## config.mk

```make
export PLATFORM = sky130hd
export DESIGN_NAME = mem_arbiter
export DESIGN_NICKNAME = d
export VERILOG_FILES = /design/src/rtl/mem_arbiter.sv
export SDC_FILE = /design/constraint.sdc
export NUM_CORES = 1
export LEC_CHECK = 0
export CORE_UTILIZATION = 35
export CTS_CLUSTER_DIAMETER = 30
export DETAILED_ROUTE_END_ITERATION = 7
export GPL_TIMING_DRIVEN = 0
export PLACE_DENSITY = 0.78
export SYNTH_ARGS = -nofsm -noshare
export SYNTH_HDL_FRONTEND = slang
export SYNTH_SLANG_ARGS = --single-unit
```

## constraint.sdc

```tcl
create_clock -name clk -period 2.95 [get_ports clk]
set_input_delay 0.59 -clock clk [delete_from_list [all_inputs] [get_ports clk]]
set_output_delay 0.59 -clock clk [all_outputs]
set_load 0.01 [all_outputs]
```

## src/rtl/mem_arbiter.sv

```systemverilog
// Two-port (fetch/data) arbiter and sequencer in front of mem_controller.
// Round-robin on ties, registered outputs, watchdog abort on a stuck request.
module mem_arbiter #(
  parameter int TIMEOUT_CYCLES = 4096
) (
  input  logic        clk,
  input  logic        rst,
  input  logic        i_req,
  input  logic [31:0] i_addr,
  output logic        i_ack,
  output logic [31:0] i_rdata,
  input  logic        d_req,
  input  logic        d_is_write,
  input  logic [2:0]  d_num_bytes,
  input  logic [31:0] d_addr,
  input  logic [31:0] d_wdata,
  output logic        d_ack,
  output logic [31:0] d_rdata,
  output logic        err,
  output logic        mem_start_request,
  output logic        mem_is_write,
  output logic [2:0]  mem_num_bytes,
  output logic [31:0] mem_target_address,
  output logic [31:0] mem_write_value,
  output logic        mem_is_data_fetch,
  input  logic [31:0] mem_fetched_data,
  input  logic        mem_request_done
);

  localparam logic [1:0] IDLE    = 2'd0;
  localparam logic [1:0] ISSUE   = 2'd1;
  localparam logic [1:0] RELEASE = 2'd2;

  localparam logic [16:0] TO_LIM = 17'(TIMEOUT_CYCLES);

  logic [1:0]  state;
  logic        last_d;
  logic        gnt_d;
  logic [15:0] cnt;
  logic        grant_d;
  logic        timeout;

  // D wins only if I is idle or I had the previous grant
  assign grant_d = d_req & (~i_req | ~last_d);

  // Abort at the edge that would complete TIMEOUT_CYCLES ISSUE cycles
  assign timeout = (TO_LIM != 17'd0) &&
                   (({1'b0, cnt} + 17'd1) == TO_LIM);

  always_ff @(posedge clk) begin
    if (rst) begin
      state              <= IDLE;
      last_d             <= 1'b1;
      gnt_d              <= 1'b0;
      cnt                <= '0;
      i_ack              <= 1'b0;
      d_ack              <= 1'b0;
      err                <= 1'b0;
      i_rdata            <= '0;
      d_rdata            <= '0;
      mem_start_request  <= 1'b0;
      mem_is_write       <= 1'b0;
      mem_num_bytes      <= '0;
      mem_target_address <= '0;
      mem_write_value    <= '0;
      mem_is_data_fetch  <= 1'b0;
    end else begin
      i_ack <= 1'b0;
      d_ack <= 1'b0;
      err   <= 1'b0;
      case (state)
        IDLE: begin
          if (i_req | d_req) begin
            state             <= ISSUE;
            mem_start_request <= 1'b1;
            cnt               <= '0;
            gnt_d             <= grant_d;
            last_d            <= grant_d;
            mem_is_data_fetch <= grant_d;
            if (grant_d) begin
              mem_is_write       <= d_is_write;
              mem_num_bytes      <= d_num_bytes;
              mem_target_address <= d_addr;
              mem_write_value    <= d_wdata;
            end else begin
              mem_is_write       <= 1'b0;
              mem_num_bytes      <= 3'd4;
              mem_target_address <= i_addr;
              mem_write_value    <= '0;
            end
          end
        end
        ISSUE: begin
          if (mem_request_done) begin
            state             <= RELEASE;
            mem_start_request <= 1'b0;
            if (gnt_d) begin
              d_rdata <= mem_fetched_data;
              d_ack   <= 1'b1;
            end else begin
              i_rdata <= mem_fetched_data;
              i_ack   <= 1'b1;
            end
          end else if (timeout) begin
            state             <= RELEASE;
            mem_start_request <= 1'b0;
            err               <= 1'b1;
            if (gnt_d) begin
              d_rdata <= '0;
              d_ack   <= 1'b1;
            end else begin
              i_rdata <= '0;
              i_ack   <= 1'b1;
            end
          end else if (cnt != 16'hFFFF) begin
            cnt <= cnt + 16'd1;
          end
        end
        RELEASE: state <= IDLE;
        default: state <= IDLE;
      endcase
    end
  end

endmodule

```

---- Yosys cells after proc, flatten, opt, wreduce, memory -nomap -nowiden ----
Index checks and enable logic that the tools add are counted.
storage, ports and cells
  register bits after elaboration ......... 156
  bits of input ports ..................... 137
  output and inout bits ................... 137
  word-level logic and storage cells ...... 74
cells by class
  $add $sub $neg .......................... 2
  equality and inequality tests ........... 8
  mux-type cells .......................... 32
  bitwise logic cells ..................... 7
  reduce and logical (&&, ||, !) cells .... 11
operator list
  cell                                                                     count
  32-bit two-way mux                                                       10
  16-bit two-way mux                                                       4
  16-bit case mux with 2 select lines                                      1
  16-bit by 1-bit adder with 17-bit output, second input constant          1
  17-bit by 13-bit equality test with 1-bit output, second input constant  1
  16-bit by 1-bit adder with 16-bit output, second input constant          1
  16-bit != test, second input constant                                    1
  1-bit two-way mux                                                        11
  3-bit AND reduction                                                      3
  2-bit != test, second input constant                                     4
  2-bit two-way mux                                                        3
  5-bit AND reduction                                                      1
  1-bit NOT                                                                4
  2-bit case mux with 2 select lines                                       1
  2-bit AND reduction                                                      2
  2-bit nonzero test                                                       2
  3-bit two-way mux                                                        1
  3-bit != test, second input constant                                     1
  3-bit OR reduction                                                       1
  2-bit by 1-bit equality test with 1-bit output, second input constant    1
  2-bit logical NOT                                                        1
  1-bit OR                                                                 2
  1-bit case mux with 2 select lines                                       1
  2-bit OR reduction                                                       1
  1-bit AND                                                                1

---- Longest topological paths before layout ----
  depth in word-level cells ............... 5
  mapped depth ............................ 10
  gate-level depth less buffers ........... 8

---- Worst setup path after synthesis ----
No wires, ideal clock.
  path kind ............................... register to register
  start point ............................. register cnt[0]
  end point ............................... register i_rdata[0]
  library setup time ...................... 132 ps
  data arrival time ....................... 2476 ps
  required time ........................... 2818 ps
  slack ................................... 341 ps
  cell stages (with the launch flop) ...... 11
  path buffers ............................ 2
  clock period less this slack ............ 2609 ps
  cell sequence ........................... dfxtp_1 -> ha_1 -> and3_1 -> clkbuf_1 -> and3_1 -> or3_1 -> a2111oi_4 -> a21oi_4 -> clkbuf_1 -> o21ai_0 -> a21oi_1
between the ends
  cells in the longest elaborated chain, start to end .. 4
ends and longest elaborated chain
  element                                           RTL line  source
  start, declared                                   39        logic [15:0] cnt;
  start signal, assigned                            116       cnt <= cnt + 16'd1;
  16-bit by 1-bit adder with 17-bit output          48        (({1'b0, cnt} + 17'd1) == TO_LIM);
  17-bit by 13-bit equality test with 1-bit output  48
  2-bit nonzero test (no line)                      n/a
  3-bit AND reduction (no line)                     n/a
  end signal, assigned                              101       i_rdata <= mem_fetched_data;
  end, declared                                     11        output logic [31:0] i_rdata,
Every way passes these cells.
A chain may end at the register's enable or synchronous reset.

---- Worst setup path after layout ----
  start point ............................. register cnt[0]
  end point ............................... register d_rdata[4]
between the ends
  cells in the longest elaborated chain, start to end .. 4
ends and longest elaborated chain
  element                                           RTL line  source
  16-bit by 1-bit adder with 17-bit output          48
  17-bit by 13-bit equality test with 1-bit output  48
  2-bit nonzero test (no line)                      n/a
  3-bit AND reduction (no line)                     n/a
  end signal, assigned                              98        d_rdata <= mem_fetched_data;
  end, declared                                     18        output logic [31:0] d_rdata,
Every way passes these cells.

==> out/metrics.cfg <==
[clocking]
h-tree-depth = 4
root_buffer = clkbuf_16
cts_hold_buf = 0
cts_inserted_buffers = 17
cts_tree = done
numClockSinks = 156
ctsLongestPathBuffers = 2
clk_latency_ns = 0.43
clk_pin_slew_ns = 0.06

[yosys]
yosysUniqueCellTypes = 45
synth_top_area_cell = dfxtp_1
synth.avg_cell_area_um2 = 8.61
syn_inst = 769
async_flop_share = 0
synth_edf_count = 0
ys_ff_latch = 156
yosysWarnings = 0
syn-cell-area_um2 = 6620
ys_top_cells_by_count = dfxtp_1 (156), nor2_1 (111), a21oi_1 (79)
yosysTopAreaCellShare = 0.472
seq_area_frac_synth = 0.472
syn-num-nets = 908
yosys_most_used_dff = dfxtp_1
synth_area_leaders = dfxtp_1 (47%), nor2_1 (6.3%), a21oi_1 (6.0%)
yosysMostFrequentCell = dfxtp_1

[placed_design]
dp_hpwl_mm = 17.3
place_congestion = 0.892
dp_slack_ns = -0.147
io_buffers = 273
placed_area_um2 = 9640

[finish]
num-nets-final = 1202
drive_gt1_frac = 0.0511
final_area_um2 = 10300
fill_cells = 1611
diodes = 0
area_delta_synth_final_pct = 55.9

[setup_path]
worstPathArrival_ns = 3.12
cp_num_buf_inv = 1
path_class = reg2reg
path_max_fanout = 10
crit_chain = ha_2 -> and3_2 -> and3_1 -> or3_1 -> a2111oi_4 -> a21oi_4 -> nor2_8 -> buf_4 -> a311oi_1
cp-start-kind = flip-flop
cp_slowest_cell = a2111oi_4
cp_top_family = simple AND/OR/NAND/NOR gates
max_stage_delay_ns = 0.48
critPathCaptureType = flip-flop
cp.required_ns = 3.23

[drt]
vias_per_cell = 5.51
routed_wl_mm = 23.3
drcViolationCount = 0
num_vias = 7193
drt-initial-drc-count = 427
routedWlPerCell_um = 17.9
dr.pass1.iters = 7
ant_nets = 0

[sta]
fin_setup_tns_ns = 0
relSlewSlack = 0.447
min_period_ns = 2.84
finalSetupViolCount = 0
timing.fmax_mhz = 352
fin_hold_ws_ns = 0.457
worst_pin_slew_ns = 0.824
rsz0062_at_grt = yes
finalCritPeriodShare = 0.963
slew_violations = 0
fin_ws_ns = 0.110
hold_viol = 0
skew_ns = 0.00985

[global_route]
grt_usage = 0.243
grt_max_degree = 17
grt_pass1_vias = 7060
grt.overflow.total = 0
antenna_found_initial = 0
grt_pass1_wl_mm = 37.1

[power_and_ir_drop]
power_density_nw_per_um2 = 537
power_w = 0.00554
ir_worst_vdd_v = 0.000399
p_leak_nw = 3.61

[floorplanning]
dieArea_um2 = 19500
initial_utilization = 0.362
floorplan.io_pins = 274
core_area_um2 = 18300
die-height_um = 140
die_w_um = 140
rows = 49

[hold_path]
hp-class = reg2reg

[outcome]
status = finished, final reports clean

[flow_run]
max_cap_violations = 0

-- flip-flops by register name, indices dropped and copies added (netlist names) --
name,count
d_rdata,32
last_d,1
i_rdata,32
mem_num_bytes,3
cnt,16
gnt_d,1
mem_is_write,1
mem_start_request,1
mem_write_value,32
d_ack,1
err,1
state,2
i_ack,1
mem_target_address,32
-- area by class of cell --
type                       instances  area (um^2)  share of cell area
inverter                           4         15.0             0.00146
clock buffer                      22          484              0.0469
timing repair buffer             275         2750               0.266
clock inverter                    10          128              0.0124
buffer                            77          323              0.0313
tap                              229          287              0.0278
multi-input combinational        532         3210               0.311
sequential                       156         3120               0.303
-- cells in the final DEF, fill, tap and decap left out, types with 5 or more instances in the layout --
cell type / count
nand4_1: 8
clkdlybuf4s50_1: 273
dfxtp_1: 156
or3_1: 7
and3_1: 5
nand2_1: 47
nand3_1: 9
a211oi_1: 33
a311oi_1: 36
clkbuf_1: 67
mux2i_1: 32
a21oi_1: 78
o21ai_0: 34
nor2_1: 111
clkbuf_16: 17
a22oi_1: 35
o21ai_1: 6
nor3_1: 5
a31oi_1: 46
-- power breakdown --
group | internal [W] | leakage, nW | switching, W | total (W)
clock | 0.00135 | 0.288 | 0.000942 | 0.00229
combinational | 0.000474 | 2.05 | 0.000491 | 0.000966
sequential | 0.00221 | 1.27 | 0.0000685 | 0.00228
total | 0.00404 | 3.61 | 0.00150 | 0.00554
-- metal layers --
metal  up-vias  wire length, um  GRT usage
li1       3435                -          -
met1      3393             9660      0.290
met5         -                0          0
met3        42             1980     0.0805
met2       323            11000      0.403
met4         0              652     0.0942
-- cell families after synthesis --
logic type / count (synthesis) / share of synthesized area
AOI/OAI and AO/OA: 282 / 0.279
and+or+nand+nor: 209 / 0.138
DFF: 156 / 0.472
buffers and inverters: 82 / 0.0505
muxes: 32 / 0.0484
xor gates and xnor gates: 6 / 0.00794
adders and majority gates: 2 / 0.00378
-- worst paths after layout --
kind,startpoint,endpoint,slack (ns),cells past startpoint
worst max-delay path,cnt[0]$_SDFFE_PP0P_,d_rdata[4]$_SDFFE_PP0P_,0.11,9
worst min-delay path,state[1]$_SDFFE_PP0P_,state[0]$_SDFFE_PP0P_,0.46,1
worst max register to register,cnt[0]$_SDFFE_PP0P_,d_rdata[4]$_SDFFE_PP0P_,0.11,9
worst min register to register,state[1]$_SDFFE_PP0P_,state[0]$_SDFFE_PP0P_,0.46,1
-- stage by stage --
step,utilization,instances
after CTS,0.563,1305
after detailed placement,0.528,1271
after floorplan,-,769
after global placement,0.528,1271
after global routing,0.565,1305
final,0.565,1305
-- what timing repair did --
action,in CTS,in global routing
buffers inserted,2,0
pin swaps,2,3
setup endpoints to repair,63,73
gates cloned,0,1
resized for setup,8,5
Power figures use the tool's default switching activity.
